`src/rtl/pipeline_hazard_ctrl_pkg.sv`:
```
// Shared encodings for the pipeline freeze/flush sequencer.
package pipeline_hazard_ctrl_pkg;

  localparam int STATE_W = 2;

  typedef enum logic [STATE_W-1:0] {
    ST_RUN      = 2'd0,
    ST_MEM_WAIT = 2'd1,
    ST_FLUSH    = 2'd2
  } state_e;

  typedef struct packed {
    logic freeze_if;
    logic freeze_pipe;
    logic flush_if;
    logic flush_id;
  } ctrl_t;

endpackage

```
`src/rtl/pipeline_hazard_ctrl_sat_counter.sv`:
```
// Up-counter with synchronous clear that holds at all-ones instead of wrapping.
module sat_counter #(
  parameter int W = 8
) (
  input  logic         clk,
  input  logic         rst,
  input  logic         inc,
  output logic [W-1:0] count
);

  logic [W-1:0] count_q;
  logic [W-1:0] count_d;

  always_comb begin
    // NOTE: every always_comb output gets a default first so no latch is inferred.
    count_d = count_q;
    if (inc && (count_q != '1)) count_d = count_q + W'(1);
  end

  // NOTE: sequential state uses non-blocking assignments only.
  always_ff @(posedge clk) begin
    if (rst) count_q <= '0;
    else     count_q <= count_d;
  end

  assign count = count_q;

endmodule

```
`src/rtl/pipeline_hazard_ctrl.sv`:
```
// Fixed-priority sequencer for PC/IF freeze, pipe freeze, IF flush and ID->EX bubble,
// with saturating stall/flush event counters and a sticky memory-wait timeout.
module pipeline_hazard_ctrl
  import pipeline_hazard_ctrl_pkg::*;
#(
  parameter int FLUSH_CYCLES = 1,
  parameter int TIMEOUT      = 255,
  parameter int CNT_W        = 16
) (
  input  logic               CLK,
  input  logic               RST,
  input  logic               hazard_i,
  input  logic               branch_taken_i,
  input  logic               mem_req_i,
  input  logic               mem_ready_i,
  output logic               freeze_if_o,
  output logic               freeze_pipe_o,
  output logic               flush_if_o,
  output logic               flush_id_o,
  output logic               mem_timeout_o,
  output logic [CNT_W-1:0]   stall_count_o,
  output logic [CNT_W-1:0]   flush_count_o,
  output logic [STATE_W-1:0] state_o
);

  localparam int                WAIT_W     = $clog2(TIMEOUT + 1);
  localparam int                FCNT_W     = 4;
  localparam logic [WAIT_W-1:0] TIMEOUT_M1 = WAIT_W'(TIMEOUT - 1);

  state_e            state_q, state_d;
  logic [FCNT_W-1:0] fcnt_q, fcnt_d;
  logic              timeout_q, timeout_d;
  ctrl_t             ctrl;
  logic              flush_evt;
  logic              memwait;
  logic              wait_active;
  logic [WAIT_W-1:0] wait_cnt;
  logic [CNT_W-1:0]  stall_cnt;
  logic [CNT_W-1:0]  flush_cnt;

  assign memwait     = mem_req_i & ~mem_ready_i;
  // A wait in FLUSH just parks the squash; only RUN/MEM_WAIT waits age toward timeout.
  assign wait_active = memwait & ((state_q == ST_RUN) | (state_q == ST_MEM_WAIT));

  always_comb begin
    ctrl      = '0;
    flush_evt = 1'b0;
    state_d   = state_q;
    fcnt_d    = fcnt_q;
    case (state_q)
      ST_RUN, ST_MEM_WAIT: begin
        if (memwait) begin
          ctrl.freeze_if   = 1'b1;
          ctrl.freeze_pipe = 1'b1;
          state_d          = ST_MEM_WAIT;
        end else if (branch_taken_i) begin
          ctrl.flush_if = 1'b1;
          ctrl.flush_id = 1'b1;
          flush_evt     = 1'b1;
          if (FLUSH_CYCLES > 1) begin
            state_d = ST_FLUSH;
            fcnt_d  = FCNT_W'(FLUSH_CYCLES - 1);
          end else begin
            state_d = ST_RUN;
          end
        end else if (hazard_i) begin
          ctrl.freeze_if = 1'b1;
          ctrl.flush_id  = 1'b1;
          state_d        = ST_RUN;
        end else begin
          state_d = ST_RUN;
        end
      end
      ST_FLUSH: begin
        if (memwait) begin
          ctrl.freeze_if   = 1'b1;
          ctrl.freeze_pipe = 1'b1;
        end else begin
          ctrl.flush_if = 1'b1;
          ctrl.flush_id = 1'b1;
          fcnt_d        = fcnt_q - FCNT_W'(1);
          if (fcnt_q <= FCNT_W'(1)) state_d = ST_RUN;
        end
      end
      default: state_d = ST_RUN;
    endcase
  end

  assign timeout_d = timeout_q | (wait_active & (wait_cnt >= TIMEOUT_M1));

  always_ff @(posedge CLK) begin
    if (RST) begin
      state_q   <= ST_RUN;
      fcnt_q    <= '0;
      timeout_q <= 1'b0;
    end else begin
      state_q   <= state_d;
      fcnt_q    <= fcnt_d;
      timeout_q <= timeout_d;
    end
  end

  // Cleared on any non-wait cycle, so the first wait cycle leaves it at 1.
  sat_counter #(.W(WAIT_W)) u_wait_cnt (
    .clk   (CLK),
    .rst   (RST | ~wait_active),
    .inc   (wait_active),
    .count (wait_cnt)
  );

  sat_counter #(.W(CNT_W)) u_stall_cnt (
    .clk   (CLK),
    .rst   (RST),
    .inc   (ctrl.freeze_if),
    .count (stall_cnt)
  );

  sat_counter #(.W(CNT_W)) u_flush_cnt (
    .clk   (CLK),
    .rst   (RST),
    .inc   (flush_evt),
    .count (flush_cnt)
  );

  // Outputs read as zero for the whole reset window, including before the first edge.
  assign freeze_if_o   = ctrl.freeze_if   & ~RST;
  assign freeze_pipe_o = ctrl.freeze_pipe & ~RST;
  assign flush_if_o    = ctrl.flush_if    & ~RST;
  assign flush_id_o    = ctrl.flush_id    & ~RST;
  assign mem_timeout_o = timeout_q        & ~RST;
  assign stall_count_o = RST ? '0 : stall_cnt;
  assign flush_count_o = RST ? '0 : flush_cnt;
  assign state_o       = RST ? '0 : state_q;

endmodule

```
`config.mk`:
```
export PLATFORM = sky130hd
export DESIGN_NAME = pipeline_hazard_ctrl
export DESIGN_NICKNAME = d
export VERILOG_FILES = /design/src/rtl/pipeline_hazard_ctrl_pkg.sv /design/src/rtl/pipeline_hazard_ctrl_sat_counter.sv /design/src/rtl/pipeline_hazard_ctrl.sv
export SDC_FILE = /design/constraint.sdc
export NUM_CORES = 1
export LEC_CHECK = 0
export BUFFER_PORTS_ARGS = -buffer_cell sky130_fd_sc_hd__buf_2
export CAP_MARGIN = 20
export CELL_PAD_IN_SITES_DETAIL_PLACEMENT = 1
export CELL_PAD_IN_SITES_GLOBAL_PLACEMENT = 1
export CORE_ASPECT_RATIO = 2
export CORE_MARGIN = 3
export CORE_UTILIZATION = 44
export CTS_BUF_LIST = sky130_fd_sc_hd__clkbuf_16
export CTS_CLUSTER_DIAMETER = 100
export DETAILED_ROUTE_END_ITERATION = 12
export HOLD_SLACK_MARGIN = 0.1
export PLACE_DENSITY = 0.95
export RECOVER_POWER = 25
export SLEW_MARGIN = 20
export SYNTH_ARGS = -nofsm -noshare
export SYNTH_HDL_FRONTEND = slang
export SYNTH_SLANG_ARGS = --single-unit
```
`constraint.sdc`:
```
create_clock -name CLK -period 5.1 [get_ports CLK]
set_input_delay 1.02 -clock CLK [delete_from_list [all_inputs] [get_ports CLK]]
set_output_delay 1.02 -clock CLK [all_outputs]
set_load 0.03 [all_outputs]
```
* After elaboration in Yosys (flattened, before gate mapping)
Index checks and enable logic that the tools add are counted.
W data, S select, Z words.
** Operators by class
- Bitwise logic cells :: 15
- Shift operators :: 0
- Mux-type cells :: 19
- Eq/ne operators :: 7
- Multiply operators :: 0
- Div/mod/pow operators :: 0
- Reduce and logical (&&, ||, !) cells :: 7
- Add/subtract/negate cells :: 4
- Magnitude comparators :: 2
** Operators by type and width (count)
- $add A16 B1 Y16 const B :: 2
- $mux W16 :: 2
- $ne A16 B16 Y1 const B :: 2
- $mux W2 :: 6
- $mux W1 :: 9
- $add A8 B1 Y8 const B :: 1
- $and A1 B1 Y1 :: 8
- $ge A8 B8 Y1 const B :: 1
- $ne A8 B8 Y1 const B :: 1
- $pmux W4 S2 :: 1
- $le A4 B1 Y1 const B :: 1
- $ne A2 B2 Y1 const B :: 2
- $not A1 Y1 :: 4
- $pmux W2 S2 :: 1
- $reduce_and A2 Y1 :: 2
- $sub A4 B1 Y4 const B :: 1
- $logic_and A1 B1 Y1 :: 3
- $or A1 B1 Y1 :: 3
- $eq A2 B1 Y1 const B :: 1
- $eq A2 B2 Y1 const B :: 1
- $logic_not A2 Y1 :: 1
- $reduce_or A2 Y1 :: 1
** Word-level totals
- Logic and storage cells :: 60
- Bits of input ports :: 6
- Bits in registers :: 47
- Memories :: 0
- Bits in latches :: 0
- Memory bits (writable) :: 0
- Output and inout port bits :: 39
- Bits in read-only memories :: 0

* Longest topological paths before layout
- Word-level depth :: 5
- Depth in mapped cells :: 7
- Depth with buffers taken out :: 5

* By module
From an unflattened synthesis, not the netlist that was laid out.
** Unflattened totals
- Cell total of the unflattened synthesis :: 303
- Area, all modules :: 2503.7 µm²
** By module, submodules not included
- sat_counter at u_flush_cnt ... :: seq. area each 320.3 µm², times used 2, cells each 99, area an instance 848.3 µm²
- sat_counter at u_wait_cnt :: seq. area each 160.2 µm², times used 1, cells each 46, area an instance 430.4 µm²
- pipeline_hazard_ctrl :: seq. area each 40.0 µm², times used 1, cells each 59, area an instance 376.6 µm²

* Worst setup path after synthesis
No wires, ideal clock.
- Path kind :: input-to-output
- Start :: in RST
- End :: out flush_id_o
- Stages :: 3
- Slack :: 1957 ps
- Path buffers :: 2
- Arrival time :: 2123 ps
- Required time :: 4080 ps
- Cell sequence :: clkbuf_1 buf_1 nor3_1
** On the way
- Cells in the longest elaborated chain, start to end :: 2
** Ends and longest elaborated chain
- from (decl) :: RTL line pipeline_hazard_ctrl.sv:11 : input logic RST,
- $not A1 Y1 :: RTL line pipeline_hazard_ctrl.sv:129 : assign flush_id_o = ctrl.flush_id & ~RST;
- $and A1 B1 Y1 :: RTL line pipeline_hazard_ctrl.sv:129
- to (decl) :: RTL line pipeline_hazard_ctrl.sv:19 : output logic flush_id_o,
No other way between the ends.

* Worst setup path after layout
- Start :: in RST
- End :: out stall_count_o[13]
** On the way
- Cells in the longest elaborated chain, start to end :: 1
** Ends and longest elaborated chain
- $mux W16 :: RTL line pipeline_hazard_ctrl.sv:131 : assign stall_count_o = RST ? '0 : stall_cnt;
- to (decl) :: RTL line pipeline_hazard_ctrl.sv:21 : output logic [CNT_W-1:0] stall_count_o,
No other way between the ends.

==> run_results.csv <==
group,metric,value,unit
status,status,"finished clean",
sta,setup_viol,0,
synth,synth_top_cell_by_area,"dfxtp_1",
grt,grt_util_met3,3.06,%
grt,grt.overflow.total,0,
clock_network,clock-sinks,42,
clock_network,cts_buffer_depth,2,
cells_and_area,seq_area,841,um2
worst_setup_path,r2r-end,"u_flush_cnt.count[13]$_SDFFE_PP0P_",
synth,synth_top_family_by_area,"simple AND/OR/NAND/NOR gates",
worst_setup_path,rrSetupSlack,3.09,ns
worst_setup_path,criticalPathCategory,"primary input to output pin",
synth,synth-compound-area-share,13.3,%
synth,yosys.cell_types.count,45,
worst_setup_path,arrival,2.80,ns
grt,grt_max_degree,30,
drt,post_drt_wl_per_cell,17.1,um
power_and_ir_drop,internal_power,0.521,mW
drt,dr.pass1.iters,4,
sta,worst_slew_pin_slew,1.14,ns
grt,top_usage_layer,"met2",
worst_setup_path,worstPathMaxFanout,29,
synth,synth_seq_area_share,35.4,%
placed_design,post-dp-hpwl,4.94,mm
worst_setup_path,cp-endpoint,"stall_count_o[13]",
cells_and_area,antenna_cells,0,
sta,setup_tns,0,ns
clock_network,numCtsBuffers,5,
worst_setup_path,critPathLaunch,"RST",
grt,grt_pass1_wl,11.3,mm
cells_and_area,syn2layout_area_growth,16.1,%
clock_network,tritoncts,"built",
drt,vias_per_cell,5.96,
synth,syn_area_per_cell,8.37,um2
sta,skew,0.00763,ns
die,coreArea,0.00518,mm2
clock_network,cts_hold_buffers,0,
placed_design,gp_congestion,0.769,
synth,synth-edff-count,0,
sta,hold_viol,0,
power_and_ir_drop,power_frac_seq,49.0,%
clock_network,cts_resized,0,
die,io_pins,45,
worst_setup_path,r2r-start,"u_flush_cnt.count[12]$_SDFFE_PP0P_",
worst_setup_path,crit_path_end_kind,"output pin",
clock_network,clk_pin_slew_worst_paths,0.05,ns
clock_network,insertion_delay,0.28,ns
cells_and_area,fill_cells,666,
die,rows,37,
power_and_ir_drop,power_frac_comb,6.3,%
drt,wirelength,6.54,mm
sta,rsz0062_at_grt,"no",
power_and_ir_drop,swShare,23.8,%
synth,netlist_area,0.00238,mm2
cells_and_area,drive_above_1_share,22.5,%
worst_setup_path,required,4.08,ns
grt,first_global_vias,2442,
worst_hold_path,hold_path_startpoint,"u_stall_cnt.count[6]$_SDFFE_PP0P_",
clock_network,root_buffer,"clkbuf_16",
drt,drt-initial-drc-count,58,
cells_and_area,fin_nets,334,
synth,yosys_warnings,0,
placed_design,port_buffers,43,
drt,vias,2276,
power_and_ir_drop,p_switching,0.163,mW
synth,synth_flop_cell,"dfxtp_1",
grt,grt_use_total,22.3,%
synth,synth.area.top_cells,"dfxtp_1 (35%), nor2b_1 (9.0%), mux2_2 (5.7%), nor2_1 (4.4%), a21oi_1 (3.4%)",
die,initial_utilization,45.8,%
job,drv_cap,0,
synth,ys_async_sr_fraction,0,%
grt,groute.layer.met2.usage,45.2,%
sta,hold_ws,0.517,ns
synth,synth-xor-area-share,1.84,%
synth,synth.top_cell.area_share,35.4,%
sta,fin_crit,3.82,ns
worst_setup_path,worstSetupStartpointType,"primary input",
synth,synth_cells,284,
sta,post-route-period-util,74.9,%
synth,synthAdderAreaFrac,2.11,%
worst_setup_path,worst_r2r_path_depth,4,
grt,grt_use_met1,21.4,%
drt,drc,0,
sta,fmax,0.262,GHz
synth,ys_ff_latch,42,
clock_network,htree_levels,2,
synth,syn_nets,294,
die,dieArea,0.00637,mm2
worst_hold_path,hold_path.class,"flop to flop",
clock_network,post_cts_buffers,0,
drt,final_antenna_net_count,0,
synth,yosys.area_share.simple,36.5,%
power_and_ir_drop,clkPwrFrac,44.7,%
sta,drv_slew,0,
cells_and_area,multiInputGateArea,0.00145,mm2
synth,muxShareOfSynthArea,6.74,%
power_and_ir_drop,leakagePower,1.12,nW
power_and_ir_drop,power_density,248,mW/mm2
die,die_h,110,um
grt,antenna_found_initial,0,
die,die_x,58.0,um
sta,max-slew-margin-rel,23.7,%
power_and_ir_drop,peakVddDrop,0.162,mV
[routing by layer]
layer  up-vias  wire, um
li1       1102         -
met1      1111      2300
met4         0       155
met5         -         0
met3        14       197
met2        49      3890
[sequential cells by signal, summed over array words and instances, names as in the netlist]
| register | count |
|---|---|
| u_wait_cnt.count | 8 |
| timeout_q | 1 |
| u_flush_cnt.count | 16 |
| state_q | 1 |
| u_stall_cnt.count | 16 |
[metrics by stage]
step	setup WS, ns	area [um2]	power, mW	utilization, %	cells
after floorplan	1.96	2380	0.373	-	284
after global placement	1.80	2620	0.383	50.5	375
after detailed placement	1.74	2620	0.386	50.5	375
after CTS	1.74	2750	0.687	53.1	382
after global routing	1.04	2760	0.705	53.2	382
final	1.28	2760	0.684	53.2	382
[cell families after synthesis]
logic type / Yosys count
mux: 14
flops: 42
compound gates: 50
other cells: 1
xor+xnor: 5
buf+inv: 21
simple gates: 147
fa+ha+maj: 4
[power by group through the flow]
stage / Combinational, mW / Clock, mW / Sequential (mW)
after floorplan: 0.0322 / 0 / 0.341
after global placement: 0.0415 / 0 / 0.342
after detailed placement: 0.0437 / 0 / 0.342
after CTS: 0.0438 / 0.309 / 0.335
after global routing: 0.0489 / 0.321 / 0.335
final: 0.0429 / 0.306 / 0.335
[critical path, stage by stage]
cell and delay (ns):
clkbuf_1 0.82, clkbuf_1 0.56, nor2b_1 0.17, buf_2 0.22
[final cells by class]
cell class / instances / area share [%]
Clock inverter: 2 / 0.408
Clock buffer: 5 / 4.54
Inverter: 9 / 1.23
Sequential cell: 42 / 30.5
Timing Repair Buffer: 45 / 8.17
Tap cell: 58 / 2.63
Multi-Input combinational cell: 221 / 52.5
[cells in the mapped netlist (all sizes together) (7+ instances only)]
library cell / instances
nand2: 14
mux2: 13
nand3: 7
nand4: 13
inv: 9
a21oi: 16
o21ai: 13
nor3: 12
dfxtp: 42
nor2b: 34
or3: 8
nor2: 28
[worst min-delay path by stage]
stage / to / slack [ns] / depth (start not counted)
after global routing: u_wait_cnt.count[7]$_SDFFE_PN0P_ / 0.54 / 2
final: u_stall_cnt.count[6]$_SDFFE_PP0P_ / 0.52 / 1
after CTS: u_stall_cnt.count[6]$_SDFFE_PP0P_ / 0.52 / 1
after detailed placement: u_wait_cnt.count[7]$_SDFFE_PN0P_ / 0.50 / 2
after global placement: u_wait_cnt.count[7]$_SDFFE_PN0P_ / 0.48 / 2
after floorplan: u_wait_cnt.count[7]$_SDFFE_PN0P_ / 0.45 / 2
[layout by cell type, fill, tap and decap left out, drive strengths merged, types with 5 or more instances in the layout]
cell type / count
buf: 43
nor3: 12
mux2: 13
and4: 6
dfxtp: 42
nand2: 14
o31ai: 6
or3: 8
a21oi: 16
o21ai: 13
o41ai: 5
xnor2: 5
clkbuf: 7
inv: 10
nor2b: 34
nand4: 13
nand3: 7
nor2: 28
Power figures use the tool's default switching activity.
